File: config.mk
export PLATFORM = sky130hd
export DESIGN_NAME = mem_lsu
export DESIGN_NICKNAME = d
export VERILOG_FILES = /design/src/rtl/mem_lsu_pkg.sv /design/src/rtl/mem_lsu_lane.sv /design/src/rtl/mem_lsu.sv
export SDC_FILE = /design/constraint.sdc
export NUM_CORES = 1
export LEC_CHECK = 0
export ABC_CLOCK_PERIOD_IN_PS = 6240
export CORE_ASPECT_RATIO = 0.75
export CORE_MARGIN = 1
export CORE_UTILIZATION = 44
export CTS_CLUSTER_DIAMETER = 80
export CTS_CLUSTER_SIZE = 12
export DETAILED_ROUTE_END_ITERATION = 7
export GPL_TIMING_DRIVEN = 0
export PLACE_DENSITY = 0.95
export SYNTH_ARGS = -nofsm -noshare
export SYNTH_HDL_FRONTEND = slang
export SYNTH_SLANG_ARGS = --single-unit
File: constraint.sdc
create_clock -name clk -period 6.24 [get_ports clk]
set_input_delay 1.248 -clock clk [delete_from_list [all_inputs] [get_ports clk]]
set_output_delay 1.248 -clock clk [all_outputs]
set_load 0.03 [all_outputs]
File: src/rtl/mem_lsu_pkg.sv
// Shared definitions for the memory-access stage: bus widths, load/store
// opcodes, FSM state encoding, latched request payload and opcode helpers.
package mem_lsu_pkg;

    localparam int unsigned REG_W      = 32;
    localparam int unsigned REG_ADDR_W = 5;
    localparam int unsigned ALUOP_W    = 8;

    localparam logic [ALUOP_W-1:0] OP_LB  = 8'h20;
    localparam logic [ALUOP_W-1:0] OP_LH  = 8'h21;
    localparam logic [ALUOP_W-1:0] OP_LW  = 8'h23;
    localparam logic [ALUOP_W-1:0] OP_LBU = 8'h24;
    localparam logic [ALUOP_W-1:0] OP_LHU = 8'h25;
    localparam logic [ALUOP_W-1:0] OP_SB  = 8'h28;
    localparam logic [ALUOP_W-1:0] OP_SH  = 8'h29;
    localparam logic [ALUOP_W-1:0] OP_SW  = 8'h2b;

    typedef enum logic [1:0] {
        ST_IDLE = 2'd0,
        ST_BUS  = 2'd1,
        ST_DONE = 2'd2
    } state_t;

    // Request held stable for the duration of a bus transaction.
    typedef struct packed {
        logic [ALUOP_W-1:0]    op;
        logic [REG_W-1:0]      addr;
        logic [REG_W-1:0]      data;
        logic [REG_ADDR_W-1:0] wd;
        logic                  wreg;
    } lsu_req_t;

    function automatic logic is_load(input logic [ALUOP_W-1:0] op);
        return op inside {OP_LB, OP_LH, OP_LW, OP_LBU, OP_LHU};
    endfunction

    function automatic logic is_store(input logic [ALUOP_W-1:0] op);
        return op inside {OP_SB, OP_SH, OP_SW};
    endfunction

    function automatic logic is_mem(input logic [ALUOP_W-1:0] op);
        return is_load(op) || is_store(op);
    endfunction

    // Halfword ops need an even address, word ops a word-aligned one.
    function automatic logic is_aligned(input logic [ALUOP_W-1:0] op,
                                        input logic [1:0]         addr_lo);
        case (op)
            OP_LH, OP_LHU, OP_SH: return !addr_lo[0];
            OP_LW, OP_SW:         return addr_lo == 2'b00;
            default:              return 1'b1;
        endcase
    endfunction

endpackage

File: src/rtl/mem_lsu_lane.sv
// Byte-lane steering for the data bus (purely combinational).
//   op, addr_lo : access type and byte offset within the word
//   rs2         : store data            -> sel, wdata (lane-replicated)
//   rdata       : bus read data         -> rdata_ext (extracted, extended)
module mem_lsu_lane
    import mem_lsu_pkg::*;
(
    input  logic [ALUOP_W-1:0] op,
    input  logic [1:0]         addr_lo,
    input  logic [REG_W-1:0]   rs2,
    input  logic [REG_W-1:0]   rdata,
    output logic [3:0]         sel,
    output logic [REG_W-1:0]   wdata,
    output logic [REG_W-1:0]   rdata_ext
);

    logic [7:0]  rbyte;
    logic [15:0] rhalf;

    // Lane enables and store data replication.
    always_comb begin
        sel   = 4'b0000;
        wdata = '0;
        case (op)
            OP_LB, OP_LBU, OP_SB: sel = 4'b0001 << addr_lo;
            OP_LH, OP_LHU, OP_SH: sel = addr_lo[1] ? 4'b1100 : 4'b0011;
            OP_LW, OP_SW:         sel = 4'b1111;
            default:              sel = 4'b0000;
        endcase
        case (op)
            OP_SB:   wdata = {4{rs2[7:0]}};
            OP_SH:   wdata = {2{rs2[15:0]}};
            OP_SW:   wdata = rs2;
            default: wdata = '0;
        endcase
    end

    // Load extraction with sign/zero extension.
    always_comb begin
        rbyte     = 8'h00;
        rhalf     = rdata[15:0];
        rdata_ext = '0;
        case (addr_lo)
            2'd0:    rbyte = rdata[7:0];
            2'd1:    rbyte = rdata[15:8];
            2'd2:    rbyte = rdata[23:16];
            default: rbyte = rdata[31:24];
        endcase
        if (addr_lo[1]) begin
            rhalf = rdata[31:16];
        end
        case (op)
            OP_LB:   rdata_ext = {{24{rbyte[7]}}, rbyte};
            OP_LBU:  rdata_ext = {24'h000000, rbyte};
            OP_LH:   rdata_ext = {{16{rhalf[15]}}, rhalf};
            OP_LHU:  rdata_ext = {16'h0000, rhalf};
            OP_LW:   rdata_ext = rdata;
            default: rdata_ext = '0;
        endcase
    end

endmodule

File: src/rtl/mem_lsu.sv
// Memory-access stage of the RV32I pipeline: passes non-memory results
// through with one cycle latency and runs loads/stores over a
// single-outstanding req/ack bus, stalling the pipeline meanwhile.
//   clk, rst        : clock, synchronous active-high reset
//   valid_i..reg2_i : instruction from the ex/mem register
//   wd_o..valid_o   : registered result to the mem/wb register
//   stallreq_o      : combinational stall request (launch and bus cycles)
//   misalign_o      : pulse, misaligned access dropped
//   bus_err_o       : pulse, bus transaction timed out
//   bus_*           : data bus, all zero outside the bus phase
module mem_lsu
    import mem_lsu_pkg::*;
#(
    parameter int unsigned TIMEOUT = 16,
    parameter int unsigned TO_W    = 5
) (
    input  logic                  clk,
    input  logic                  rst,
    input  logic                  valid_i,
    input  logic [REG_ADDR_W-1:0] wd_i,
    input  logic                  wreg_i,
    input  logic [REG_W-1:0]      wdata_i,
    input  logic [ALUOP_W-1:0]    aluop_i,
    input  logic [REG_W-1:0]      mem_addr_i,
    input  logic [REG_W-1:0]      reg2_i,
    output logic [REG_ADDR_W-1:0] wd_o,
    output logic                  wreg_o,
    output logic [REG_W-1:0]      wdata_o,
    output logic                  valid_o,
    output logic                  stallreq_o,
    output logic                  misalign_o,
    output logic                  bus_err_o,
    output logic                  bus_req_o,
    output logic                  bus_we_o,
    output logic [REG_W-1:0]      bus_addr_o,
    output logic [3:0]            bus_sel_o,
    output logic [REG_W-1:0]      bus_wdata_o,
    input  logic [REG_W-1:0]      bus_rdata_i,
    input  logic                  bus_ack_i
);

    state_t                state_q, state_d;
    logic [TO_W-1:0]       cnt_q, cnt_d;
    lsu_req_t              req_q, req_d;
    logic [REG_ADDR_W-1:0] wd_d;
    logic                  wreg_d, valid_d, misalign_d, bus_err_d, stall_c;
    logic [REG_W-1:0]      wdata_d;
    logic [3:0]            lane_sel;
    logic [REG_W-1:0]      lane_wdata, lane_rdata;
    logic                  in_bus;

    mem_lsu_lane u_lane (
        .op        (req_q.op),
        .addr_lo   (req_q.addr[1:0]),
        .rs2       (req_q.data),
        .rdata     (bus_rdata_i),
        .sel       (lane_sel),
        .wdata     (lane_wdata),
        .rdata_ext (lane_rdata)
    );

    // State, counter, request latch and result registers.
    always_ff @(posedge clk) begin
        if (rst) begin
            state_q    <= ST_IDLE;
            cnt_q      <= '0;
            req_q      <= '0;
            wd_o       <= '0;
            wreg_o     <= 1'b0;
            wdata_o    <= '0;
            valid_o    <= 1'b0;
            misalign_o <= 1'b0;
            bus_err_o  <= 1'b0;
        end else begin
            state_q    <= state_d;
            cnt_q      <= cnt_d;
            req_q      <= req_d;
            wd_o       <= wd_d;
            wreg_o     <= wreg_d;
            wdata_o    <= wdata_d;
            valid_o    <= valid_d;
            misalign_o <= misalign_d;
            bus_err_o  <= bus_err_d;
        end
    end

    // Next state and next result values; results default to an empty slot.
    always_comb begin
        state_d    = state_q;
        cnt_d      = cnt_q;
        req_d      = req_q;
        wd_d       = '0;
        wreg_d     = 1'b0;
        wdata_d    = '0;
        valid_d    = 1'b0;
        misalign_d = 1'b0;
        bus_err_d  = 1'b0;
        stall_c    = 1'b0;
        case (state_q)
            ST_IDLE: begin
                if (valid_i) begin
                    if (!is_mem(aluop_i)) begin
                        valid_d = 1'b1;
                        wd_d    = wd_i;
                        wreg_d  = wreg_i;
                        wdata_d = wdata_i;
                    end else if (!is_aligned(aluop_i, mem_addr_i[1:0])) begin
                        valid_d    = 1'b1;
                        wd_d       = wd_i;
                        misalign_d = 1'b1;
                    end else begin
                        stall_c = 1'b1;
                        req_d   = '{op: aluop_i, addr: mem_addr_i, data: reg2_i,
                                    wd: wd_i, wreg: wreg_i};
                        cnt_d   = '0;
                        state_d = ST_BUS;
                    end
                end
            end
            ST_BUS: begin
                stall_c = 1'b1;
                cnt_d   = cnt_q + TO_W'(1);
                if (bus_ack_i) begin
                    state_d = ST_DONE;
                    valid_d = 1'b1;
                    wd_d    = req_q.wd;
                    if (is_load(req_q.op)) begin
                        wreg_d  = req_q.wreg;
                        wdata_d = lane_rdata;
                    end
                end else if (cnt_q == TO_W'(TIMEOUT - 1)) begin
                    state_d   = ST_DONE;
                    valid_d   = 1'b1;
                    wd_d      = req_q.wd;
                    bus_err_d = 1'b1;
                end
            end
            ST_DONE: begin
                // Upstream advances at the end of this cycle.
                state_d = ST_IDLE;
            end
            default: begin
                state_d = ST_IDLE;
            end
        endcase
    end

    assign in_bus      = (state_q == ST_BUS);
    assign stallreq_o  = stall_c;
    assign bus_req_o   = in_bus;
    assign bus_we_o    = in_bus && is_store(req_q.op);
    assign bus_addr_o  = in_bus ? {req_q.addr[31:2], 2'b00} : '0;
    assign bus_sel_o   = in_bus ? lane_sel : 4'b0000;
    assign bus_wdata_o = in_bus ? lane_wdata : '0;

endmodule

==> qor.yml <==
avgSynthCellArea_um2: 9.76
ys_seq_area_frac: 0.463
setup-violations-final: 0
yosysMostFrequentCell: "dfxtp_1"
slew_headroom: 0.324
grt_start_max_net_pins: 17
clock_skew_ns: 0.0117
p_int_mw: 1.57
hold_viol: 0
numClockSinks: 126
die_x_um: 130
clkPwrFrac: 0.498
cp-start-kind: "input port"
p_leak_nw: 3.36
fin_crit_sh: 0.773
cp_data_arrival_time_ns: 3.58
grt.overflow.total: 0
drt_wl_total_um: 19400
grt_pass1_vias: 5721
drtAntennaViolNets: 0
io_buffers: 255
ir_worst_vdd_mv: 0.206
netlist_instances: 558
clkTransAtPathRegs_ns: 0.06
n_antenna_cell: 0
clockBufferDepth: 2
die_h_um: 98.3
via_per_inst: 5.66
p_comb_frac: 0.099
layout_min_cycle_time_ns: 4.82
max_freq_mhz: 207
outcome: "completed"
synth_area_leader_cell: "dfxtp_1"
hpwl_um: 14400
gp_congestion: 0.887
dieArea_um2: 12800
drv_slew: 0
fin_hold_ws_ns: 0.469
vias: 5701
synthArstFlopShare: 0
synth_seq_cells: 126
sw_frac_of_total: 0.232
rows: 34
cts_tree: "done"
switchingPower_uw: 474
ys_types: 52
layout.nets: 981
tightest_slew_ns: 1.01
endpoint_kind: "output pin"
cap_violations: 0
synth_area_leaders: "dfxtp_1, a22o_1, a32oi_1"
cts_root_buffer: "clkbuf_16"
synth_top_area_frac: 0.463
hp-class: "register to register"
initial_core_util: 0.460
ctsResizeCount: 0
wl_per_cell_um: 19.2
drive_gt1_frac: 0.0780
area_delta_synth_final_pct: 61.9
synth.top_cells.by_count: "dfxtp_1, a22o_1, nand2_1"
power_frac_seq: 0.402
cp.required_ns: 4.99
drcViolationCount: 0
rsz0062_at_grt: "no"
synth_top_flop_cell: "dfxtp_1"
io_pins: 258
cellPowerDensity_nw_per_um2: 232
dp_cells: 976
ff2ff_setup_slack_ns: 3.82
htree_levels: 4
grt_pass1_wl_um: 30100
critPathMaxFanout: 4
first_pass_iters: 5
hold_buffers: 0
syn_area_um2: 5440
coreArea_um2: 11800
instances_no_fill: 1008
synth_edf_count: 0
critPathKind: "input port to output pin"
drtIter0Drc: 398
clk_latency_ns: 0.41
numCtsBuffers: 17
ys_warn_count: 0
grt.total_usage: 0.308
setup_tns_ns: 0
antenna_found_initial: 0
cts_setup_buffers: 0
cell families after synthesis:
group,synth area share
AO/OA/AOI/OAI,0.263
XOR/XNOR,0.00161
adder cells (fa/ha/maj),0.00460
buffers and inverters,0.0487
flip-flops,0.463
multiplexers,0.0556
other,0.000689
AND/OR/NAND/NOR,0.163
metrics by stage:
step,utilization,setup WS (ns),power (mW),cell area (µm²)
after global placement,0.694,1.55,1.04,8200
after detailed placement,0.694,1.52,1.04,8200
after floorplan,-,2.75,0.904,5450
after CTS,0.745,1.41,2.05,8810
after global routing,0.745,1.34,2.10,8810
final,0.745,1.42,2.04,8810
registers in the layout (all words and copies together), names as in the netlist:
| register | flops |
|---|---|
| bus_err_o | 1 |
| cnt_q | 5 |
| misalign_o | 1 |
| req_q | 78 |
| state_q | 2 |
| valid_o | 1 |
| wd_o | 5 |
| wdata_o | 32 |
| wreg_o | 1 |
critical path: stages:
cell	delay, ns
clkdlybuf4s50_1	0.42
nor4b_1	0.66
o2111a_1	0.38
nand2_1	0.09
nand2_1	0.10
clkdlybuf4s50_1	0.68
final timing paths:
path / end / from / cells past startpoint
worst min register to register: req_q[45] / req_q[45] / 1
worst max register to register: req_q[9] / state_q[0] / 6
worst min-delay path: req_q[45] / req_q[45] / 1
worst max-delay path: stallreq_o / aluop_i[6] / 6
power groups by stage:
stage / Sequential, mW / Clock (mW) / Combinational [mW]
finish: 0.822 / 1.02 / 0.203
global route: 0.823 / 1.07 / 0.214
CTS: 0.822 / 1.02 / 0.201
detailed placement: 0.840 / 0 / 0.200
global placement: 0.839 / 0 / 0.196
floorplan: 0.861 / 0 / 0.0431
layout make-up:
type	count	area (µm²)
multi-input cells	370	2660
repair buffers	255	2550
plain buffers	49	208
well taps	162	203
flip-flops and latches	126	2520
fillers	873	3010
inverters	14	57.6
clock buffers	17	425
clock inverters	15	184
cells in the final DEF, fill, tap and decap left out, drive strengths merged, types with 9 or more instances in the layout:
cell type / instances
inv: 16
clkbuf: 55
nand2: 51
a32oi: 31
clkdlybuf4s50: 255
mux4: 9
and2: 43
a22o: 78
nor2: 25
a21o: 9
a22oi: 9
buf: 11
a21oi: 24
dfxtp: 126
metal layers:
metal	global-route usage	up-vias	wire length (µm)
met5	0	-	0
met4	0.113	0	449
met3	0.0816	42	1650
met2	0.489	301	9180
met1	0.401	2718	8090
li1	-	2640	-
Note: power is estimated with default switching activity, not from simulation.
